[src/rtl/spi_slave.sv]
// spi_slave: SPI target that oversamples the pad-side SPI pins in the system clock domain, MSB first.
// Define SPI_SLAVE_MODE_EN to add a {CPOL, CPHA} mode port; otherwise the block is fixed to mode 0.
module spi_slave #(
    parameter int           W    = 8,
    parameter logic [W-1:0] FILL = {W{1'b1}}
) (
    input  logic         clock,
    input  logic         reset,
`ifdef SPI_SLAVE_MODE_EN
    input  logic [1:0]   mode,
`endif
    input  logic [W-1:0] in,
    output logic         get,
    input  logic         empty,
    output logic [W-1:0] out,
    output logic         put,
    output logic         underrun,
    input  logic         spi_cs_n,
    input  logic         spi_clock,
    input  logic         spi_mosi,
    output logic         spi_miso
);
    localparam int            CW   = $clog2(W);
    localparam logic [CW-1:0] LAST = CW'(W - 1);

    logic          cs_meta_reg, cs_sync_reg, cs_prev_reg;
    logic          sclk_meta_reg, sclk_sync_reg, sclk_prev_reg;
    logic          mosi_meta_reg, mosi_sync_reg;
    logic [W-1:0]  tx_reg;
    logic [W-1:0]  rx_reg;
    logic [CW-1:0] cnt_reg;

    logic          cpol, cpha;
    logic          sclk_now, sclk_was;
    logic          lead_edge, trail_edge, sample_edge, shift_edge;
    logic          cs_fall;
    logic [W-1:0]  rx_next;
    logic [W-1:0]  load_word;

    // Two-flop synchronisers; cs_n and sclk get a third flop for edge detection.
    always_ff @(posedge clock or negedge reset) begin
        if (!reset) begin
            cs_meta_reg   <= 1'b1;
            cs_sync_reg   <= 1'b1;
            cs_prev_reg   <= 1'b1;
            sclk_meta_reg <= 1'b0;
            sclk_sync_reg <= 1'b0;
            sclk_prev_reg <= 1'b0;
            mosi_meta_reg <= 1'b0;
            mosi_sync_reg <= 1'b0;
        end else begin
            cs_meta_reg   <= spi_cs_n;
            cs_sync_reg   <= cs_meta_reg;
            cs_prev_reg   <= cs_sync_reg;
            sclk_meta_reg <= spi_clock;
            sclk_sync_reg <= sclk_meta_reg;
            sclk_prev_reg <= sclk_sync_reg;
            mosi_meta_reg <= spi_mosi;
            mosi_sync_reg <= mosi_meta_reg;
        end
    end

`ifdef SPI_SLAVE_MODE_EN
    logic [1:0] mode_reg;

    // Mode is frozen for the whole selected period so a mid-transfer change cannot glitch edges.
    always_ff @(posedge clock or negedge reset) begin
        if (!reset) begin
            mode_reg <= 2'b00;
        end else if (cs_sync_reg) begin
            mode_reg <= mode;
        end
    end

    assign cpol = mode_reg[1];
    assign cpha = mode_reg[0];
`else
    assign cpol = 1'b0;
    assign cpha = 1'b0;
`endif

    assign sclk_now    = sclk_sync_reg ^ cpol;
    assign sclk_was    = sclk_prev_reg ^ cpol;
    assign lead_edge   = sclk_now & ~sclk_was;
    assign trail_edge  = ~sclk_now & sclk_was;
    assign sample_edge = cpha ? trail_edge : lead_edge;
    assign shift_edge  = cpha ? lead_edge : trail_edge;
    assign cs_fall     = cs_prev_reg & ~cs_sync_reg;
    assign rx_next     = {rx_reg[W-2:0], mosi_sync_reg};
    assign load_word   = empty ? FILL : in;

    // tx_reg is cleared while deselected, which both idles MISO low and drops any prefetched word.
    always_ff @(posedge clock or negedge reset) begin
        if (!reset) begin
            tx_reg   <= '0;
            rx_reg   <= '0;
            cnt_reg  <= '0;
            out      <= '0;
            get      <= 1'b0;
            put      <= 1'b0;
            underrun <= 1'b0;
        end else begin
            get      <= 1'b0;
            put      <= 1'b0;
            underrun <= 1'b0;
            if (cs_sync_reg) begin
                tx_reg  <= '0;
                rx_reg  <= '0;
                cnt_reg <= '0;
            end else if (cs_fall) begin
                tx_reg   <= load_word;
                get      <= ~empty;
                underrun <= empty;
            end else if (sample_edge) begin
                rx_reg <= rx_next;
                if (cnt_reg == LAST) begin
                    cnt_reg  <= '0;
                    out      <= rx_next;
                    put      <= 1'b1;
                    tx_reg   <= load_word;
                    get      <= ~empty;
                    underrun <= empty;
                end else begin
                    cnt_reg <= cnt_reg + 1'b1;
                end
            end else if (shift_edge && (cnt_reg != '0)) begin
                // At count 0 the freshly loaded MSB must stay on the wire for the next sample.
                tx_reg <= {tx_reg[W-2:0], 1'b0};
            end
        end
    end

    assign spi_miso = tx_reg[W-1];

endmodule

[config.mk]
export PLATFORM = sky130hd
export DESIGN_NAME = spi_slave
export DESIGN_NICKNAME = d
export VERILOG_FILES = /design/src/rtl/spi_slave.sv
export SDC_FILE = /design/constraint.sdc
export NUM_CORES = 1
export LEC_CHECK = 0
export ABC_CLOCK_PERIOD_IN_PS = 2700
export CAP_MARGIN = 20
export CORE_ASPECT_RATIO = 1.1
export CORE_MARGIN = 2
export CORE_UTILIZATION = 56
export CTS_CLUSTER_DIAMETER = 200
export DETAILED_ROUTE_END_ITERATION = 16
export PLACE_DENSITY = 0.81
export RECOVER_POWER = 100
export SYNTH_ARGS = -nofsm -noshare
export SYNTH_HDL_FRONTEND = slang
export SYNTH_SLANG_ARGS = --single-unit
[constraint.sdc]
create_clock -name clock -period 2.7 [get_ports clock]
set_input_delay 0.405 -clock clock [delete_from_list [all_inputs] [get_ports clock]]
set_output_delay 0.405 -clock clock [all_outputs]
set_load 0.01 [all_outputs]
==> summary by stage, run 1 <==
Timing
The setup TNS is 0 ns. Setup violations remaining at the end of the flow were counted as 0. Once routing completed, OpenROAD measured the worst setup slack at 0.6593 ns. The highest clock rate is 0.4900 GHz. The max-slew violation count is 0.

Setup repair after global routing left no endpoint under its margin. Counting I/O delays and the setup requirement, the final critical path takes 2.041 ns. The remaining max-slew budget at the tightest pin is a little under a third. The final worst clock skew is 0.01111 ns. The final cycle utilization of the critical path is 75.58%. For the pin with the worst max-slew slack, the measured transition is approximately 1 ns.

The number of hold-slack violations in the final timing report is 0.

Yosys
The gate count after technology mapping is 116. Yosys printed 0 warnings. The synthesized netlist devotes 21.29% of its cell area to compound gates.

In this run, synthesis produced a sequential element count of 37. The adder-cell share of the synthesized area is under 10%. Of the synthesized area, sequential elements account for 57.11%. By area, the combinational part of the netlist is dominated by compound AO/OA/AOI/OAI gates. The netlist area before placement is 1628 um2.

The portion of synthesized area spent on multiplexers is 6.457%. Summing the areas of all xor and xnor instances in the mapped netlist gives 0% of the synthesized area. When the netlist entered floorplanning its net count stood at 134. The synthesized netlist devotes roughly 7.6% of its cell area to simple gates.

Dividing the synthesized area by the synthesized cell count gives around 14 um2. The number of library cell types mapped by synthesis is 29.

Die
The number of top-level pins is 26. Once the floorplan was initialized, standard cells occupied 58.60% of the core. The die is between 50 and 60 um wide. The die area is 3355 um2. The number of standard-cell rows in the floorplan is 20. The chip height is 60.55 um. The total area inside the core boundary comes to 2778 um2.

CTS
The number of buffers inserted for hold repair after clock tree synthesis is 0. Post-CTS timing repair inserted 0 buffers for setup. The clock-pin transition on the worst setup and hold timing paths is ~0.10 ns. The CTS tree is done. The post-cts gate resize count is 0. The CTS buffer count is 5. The number of H-tree levels is 2.

The cell at the root of the clock tree is sky130_fd_sc_hd__clkbuf_4. The CTS sink count is 37. At the later pin of the worst-skew pair, clock insertion delay measures 0.34 ns.

The number of buffers between clock root and the deepest sink is 2.

Critical path
The maximum fanout encountered on the critical timing path is 14. The critical path is of the register to register type. The kind of end point of the critical path is a register.

The category of the worst setup path launch point is a register. The required time at the endpoint of the critical path is 2.92 ns. The signal on the critical path passes through nor2_1, and3_1, mux2_1. The slowest stage of the critical path belongs to the cell sky130_fd_sc_hd__dfstp_1. The register-to-register setup slack is 0.66 ns.

The worst stage delay on the critical path is 0.54 ns. The data arrival time of the worst path is 2.26 ns.

Worst hold path
The class of the most critical hold timing path is register to register.

Outcome
The flow ran to the end, and the final reports show no timing, DRC or antenna violations.

Routing
The detailed-route wire length per cell is approximately 18 um. The detailed-route wire length is 3090 um. The mean number of vias per cell is 6.394.

The total iterations of the first detailed-routing run is 4. Detailed routing inserted a total of 1,119 vias. The detail route stage leaves a number of antenna-violating nets equal to 0. The number of remaining DRC errors is 0. In this run, the number of DRC markers left after iteration 0 of detailed routing was 32.

Placement
The count of buffers added on input and output ports is 25. Once placement finished, the instance area stood at ~1900 um2. The half-perimeter wire length after detailed placement is ~2100 um.

OpenSTA, run right after detailed placement, puts the worst setup slack at 0.7042 ns. The final estimated routing congestion in global placement is around 0.89.

Global route
The wire length of the first global-routing pass is 5382 um. The via count of the first global-routing pass came to 1,101. The global-route usage over all layers is 20.98%.

The number of antenna violations at the first check in global routing is 0. The largest net degree at the start of global routing is 38. For this run the aggregate overflow at the end of global routing stands at 0.

Power
The analysis attributes to cell leakage a power of 0.8699 nW. VDD sags by at most 0.4261 mV. In this run the power density over the cells is approximately 520 nW/um2.

Summing internal, switching and leakage power gives 0.0009653 W.

Finish
The fraction of final layout cells with drive strength greater than 1 is 9.859%. The final-layout fill cell count is 215. Measured on the finished design, the core utilization comes to 66.76%.

The net total in the final layout is 159. The repair_antennas step left the layout with diodes totalling 0. The area growth from synthesis to layout is 13.91%. With fillers left out, the area of the finished cells amounts to 1854 um2.

Flow run
The max-capacitance violation count is 0.
==> per-layer routing <==
layer,vias to the layer above,share of wire (%),global-route usage [%]
met4,0,1.9,7.666
met3,8,6.5,6.823
met5,-,0,0
met1,552,45,27.06
li1,506,-,-
met2,53,47,33.84
==> through the flow <==
step | instances | hold slack [ns]
after global placement | 167 | 0.3386
after detailed placement | 167 | 0.3444
after CTS | 175 | 0.3648
final | 175 | 0.3614
after floorplan | 116 | 0.1094
after global routing | 175 | 0.3753
==> cells by family after synthesis <==
logic type	after synthesis
multiplexers	9
buffers and inverters	12
adder cells (fa/ha/maj)	4
AND/OR/NAND/NOR	19
AO/OA/AOI/OAI	35
flip-flops	37
==> synthesized netlist by cell type <==
master,count,share of area (%)
sky130_fd_sc_hd__nor2_1,2,0.46
sky130_fd_sc_hd__buf_2,3,0.92
sky130_fd_sc_hd__inv_2,1,0.23
sky130_fd_sc_hd__dfrtp_1,34,52
sky130_fd_sc_hd__nor3_4,1,1.0
sky130_fd_sc_hd__nor2b_1,2,0.77
sky130_fd_sc_hd__mux2_1,8,5.5
sky130_fd_sc_hd__o41ai_2,7,7.0
sky130_fd_sc_hd__a211oi_1,8,3.7
sky130_fd_sc_hd__clkbuf_2,1,0.31
sky130_fd_sc_hd__buf_6,3,2.1
sky130_fd_sc_hd__clkbuf_1,1,0.23
sky130_fd_sc_hd__nand2b_4,1,0.85
sky130_fd_sc_hd__nand2b_1,1,0.38
sky130_fd_sc_hd__o211a_1,1,0.61
sky130_fd_sc_hd__nand3b_1,1,0.46
sky130_fd_sc_hd__nor2_2,1,0.38
sky130_fd_sc_hd__dfstp_2,3,4.8
sky130_fd_sc_hd__a22o_1,10,5.4
sky130_fd_sc_hd__nor3_1,8,2.5
sky130_fd_sc_hd__ha_1,4,3.1
sky130_fd_sc_hd__a21oi_2,1,0.54
sky130_fd_sc_hd__inv_1,2,0.46
sky130_fd_sc_hd__buf_1,1,0.23
sky130_fd_sc_hd__nor3b_1,1,0.46
sky130_fd_sc_hd__and3_1,1,0.38
sky130_fd_sc_hd__a21oi_1,1,0.31
sky130_fd_sc_hd__o2111ai_1,7,3.8
sky130_fd_sc_hd__mux2_4,1,0.92
==> power by group <==
group	switching, W	internal (W)	leakage, nW
Clock	0.000178	0.0000992	0.0320
Combinational	0.0000483	0.0000417	0.355
Sequential	0.0000206	0.000577	0.483
Total	0.000247	0.000718	0.870
==> layout by cell type, fill, tap and decap left out, types with 5 or more instances in the layout <==
cell type                         count
sky130_fd_sc_hd__a22o_1              10
sky130_fd_sc_hd__nor3_1               9
sky130_fd_sc_hd__dfrtp_1             34
sky130_fd_sc_hd__clkbuf_4             5
sky130_fd_sc_hd__o41ai_1              7
sky130_fd_sc_hd__mux2_1               9
sky130_fd_sc_hd__a211oi_1             8
sky130_fd_sc_hd__clkdlybuf4s50_1      9
sky130_fd_sc_hd__o2111ai_1            7
sky130_fd_sc_hd__dlygate4sd3_1       16
==> final cells by class <==
class / count / area, um2 / share of cell area [%]
Clock buffer: 6 / 41.29 / 2.227
Clock inverter: 2 / 10.01 / 0.5398
Inverter: 3 / 11.26 / 0.6073
Multi-Input combinational cell: 67 / 555.5 / 29.96
Sequential cell: 37 / 929.6 / 50.13
Tap cell: 33 / 41.29 / 2.227
Timing Repair Buffer: 27 / 265.3 / 14.30
==> critical path, delay by kind of cell (launching register included) <==
family / cells / cell delay (ns)
simple gates: 2 / 1.02
flops: 1 / 0.54
mux: 1 / 0.37
==> final timing paths <==
| kind | startpoint | endpoint | depth (start not counted) |
|---|---|---|---|
| setup / recovery | cs_sync_reg | out[0] | 3 |
| hold reg to reg | sclk_meta_reg | sclk_now | 0 |
| max in group asynchronous | reset | cs_sync_reg | 2 |
| min in group asynchronous | reset | tx_reg[2] | 2 |
| hold / removal | sclk_meta_reg | sclk_now | 0 |
| setup reg to reg | cs_sync_reg | out[0] | 3 |
Note: power is estimated with default switching activity, not from simulation.
==> inputs of run 2 (changes only) <==
- ABC_CLOCK_PERIOD_IN_PS: 2700 -> 2100
- CORE_UTILIZATION: 56 -> 52
- PLACE_DENSITY: 0.81 -> 0.76
- clock period: 2.7 -> 2.1 ns (I/O delays scaled with it)
==> summary by stage, run 2 (synthesis results as in run 1) <==
Critical path
The kind of end point of the critical path is a register. The origin of the critical flop-to-flop path is cnt_reg[0]. The maximum fanout encountered on the critical timing path is 8. The worst setup path is launched from a register. The required time at the endpoint of the critical path is between 2 and 2.5 ns. The start-to-end type of the worst setup path is register to register.

The register-to-register setup slack is 0.22 ns. The worst register-to-register path ends at tx_reg[3]. For the worst flop-to-flop path, the logic depth is 6. The data arrival time of the worst path is 2.11 ns.

Timing
Setup repair after global routing left no endpoint under its margin. The final-report setup violation count is 0. The minimum period implied by the final worst setup slack is ~1.9 ns. Derived from the worst setup path, the maximum achievable clock frequency is 0.5312 GHz. In this run the tightest slew margin relative to its limit is 40.94%.

For the pin with the worst max-slew slack, the measured transition is 0.8859 ns. The final cycle utilization of the critical path is 89.64%. The setup TNS is 0 ns. The number of hold-slack violations in the final timing report is 0. The final worst clock skew is 0.008390 ns.

The max-slew violation count is 0. The slack of the critical path is 0.2176 ns.

Worst hold path
The worst hold path begins at sclk_meta_reg. The worst hold endpoint is sclk_now. In this run the worst hold path is classified as register to register. The worst hold path was traced through 0 stages.

Power
VDD sags by at most between 0.7 and 0.8 mV. The switching part of the total is about 22%. The power share of the sequential group is about 55%. For this design the static power due to leakage is 0.9163 nW. The power density relative to cell area is roughly 720 nW/um2. Internal power comes to 0.001086 W. The share of total power in the clock network is 36.1%.

Combinational logic is responsible for 9.3% of the overall power. The switching power total is 0.0003125 W.

CTS
The number of buffers inserted for hold repair after clock tree synthesis is 0. The clock reaches the later pin of the worst-skew pair after 0.33 ns. The clock tree synthesis step divided the H-tree into 2 levels. The CTS buffer count is 5. The clock passes through at most 2 buffers.

The post-cts gate resize count is 0. Buffers added to address setup during post-CTS repair amount to 0. Clock-pin slew was measured on the worst setup and hold paths at around 0.11 ns.

The CTS tree is done. The cell at the root of the clock tree is sky130_fd_sc_hd__clkbuf_4. Clock tree synthesis found a total of 37 sinks.

Global route
The wire length of the first global-routing pass is roughly 5400 um. The remaining global-route overflow is 0. The global-route usage over all layers is roughly a fifth. Entering global routing, the biggest net connects 38 pins. The via count of the first global-routing pass was 1,115. The number of antenna violations at the first check in global routing is 0.

Routing
After detailed routing, the average wire length per cell comes to 16.60 um. The number of remaining DRC errors is 0. The pre-antenna-repair detailed-routing pass consisted of 4 iterations. Summing over every cut layer, the via total after detailed routing is 1,097. The count of nets left with antenna violations once routing finished came out at 0.

The mean number of vias per cell is 6.128. The detailed router's first-iteration violation count is 33. For this block, the routed nets add up to between 2000 and 3000 um of wire.

Flow run
The max-capacitance violation count is 0.

Finish
Of the cells placed in the final design, the portion with a size suffix greater than 1 is 15.17%. The filler-free cell count of the finished design is 179. The commonest non-fill, non-tap cell in the layout is sky130_fd_sc_hd__dfrtp_1. The signed area change from the synthesized netlist to the final layout is 19.60%. The net total in the final layout is between 150 and 200. The final standard cell utilization of the core is between 60% and 70%. The number of antenna repair diodes is 0.

In the layout the commonest cells are 34 x sky130_fd_sc_hd__dfrtp_1, 16 x sky130_fd_sc_hd__dlygate4sd3_1, 10 x sky130_fd_sc_hd__a22o_1. Fill cells in the final layout number 237.

Die
After floorplanning, the core was divided into 21 placement rows. For this design the top-level I/O count stands at 26. The floorplan step defined a die boundary enclosing 3594 um2.

The die is 62.68 um tall. For this configuration, the core starts out at a cell density of between 50% and 60%. The area of the core is 3022 um2. In this run the horizontal extent of the chip is 57.35 um.

Outcome
The run finished with clean final reports.

Placement
The cell count after placement is 171. The congestion estimate from routability-driven global placement came to between 0.7 and 0.8. The half-perimeter wire length after detailed placement is 2054 um.

The number of port buffers is 25. At the placement stage, the worst setup path has a slack of 0.2526 ns.
run 2: cell types whose count changed in the layout (fill, tap and decap cells not counted):
cell | previous run | this run
sky130_fd_sc_hd__o41ai_1 | 7 | 3
sky130_fd_sc_hd__o41ai_2 | 0 | 4
sky130_fd_sc_hd__clkbuf_2 | 0 | 2
sky130_fd_sc_hd__clkinv_2 | 2 | 0
sky130_fd_sc_hd__bufinv_16 | 0 | 1
sky130_fd_sc_hd__clkbuf_1 | 1 | 2
sky130_fd_sc_hd__clkbuf_8 | 0 | 1
sky130_fd_sc_hd__nor2_1 | 3 | 2
sky130_fd_sc_hd__nor2_2 | 0 | 1
sky130_fd_sc_hd__nor3_1 | 9 | 8
sky130_fd_sc_hd__nor3_4 | 0 | 1
run 2: worst max-delay path by stage:
stage                     from        end  slack (ns)  cells after the start
global placement    cnt_reg[0]  tx_reg[0]        0.35                      5
detailed placement  cnt_reg[0]  tx_reg[1]        0.25                      6
floorplan           cnt_reg[0]  tx_reg[0]        0.38                      6
CTS                 cnt_reg[0]  tx_reg[1]        0.22                      6
finish              cnt_reg[0]  tx_reg[3]        0.22                      6
global route        cnt_reg[0]  tx_reg[3]        0.05                      6
run 2: per-stage QoR:
stage	hold slack (ns)	total power, W	area, um2
after floorplan	0.01941	0.0008550	1628
after global placement	0.3377	0.0009154	1897
after global routing	0.3711	0.001467	1947
final	0.3647	0.001399	1947
after CTS	0.3629	0.001423	1982
after detailed placement	0.3363	0.0009202	1897
run 2: power by group through the flow:
stage,clock (W),combinational [W],sequential (W)
3_3_place_gp,0,0.000139,0.000776
3_5_place_dp,0,0.000143,0.000777
4_1_cts,0.000515,0.000144,0.000764
2_1_floorplan,0,0.0000835,0.000772
6_report,0.000505,0.000129,0.000764
5_1_grt,0.000554,0.000144,0.000769
run 2: critical path: stages, from the launching register on:
cell and delay [ns]:
sky130_fd_sc_hd__dfrtp_1 0.42, sky130_fd_sc_hd__ha_1 0.20, sky130_fd_sc_hd__ha_1 0.17, sky130_fd_sc_hd__nand3b_1 0.22, sky130_fd_sc_hd__o211a_1 0.25, sky130_fd_sc_hd__clkbuf_2 0.19
sky130_fd_sc_hd__o41ai_1 0.35
run 2: cell type report:
type	count	area [um2]	share of cell area (%)
clock inverter	1	30.03	1.542
tap	34	42.54	2.185
sequential	37	929.6	47.75
multi-input combinational	67	599.3	30.78
timing repair buffer	30	279.0	14.33
inverter	3	11.26	0.5784
clock buffer	7	55.05	2.828
run 2: layer usage:
metal	wire length (um)	GRT usage, %	share of wire, %	vias to the layer above
met4	73	9.302	2.5	0
met3	178	5.176	6.0	10
li1	-	-	-	504
met2	1383	27.13	47	38
met1	1336	28.17	45	545
met5	0	0	0	-
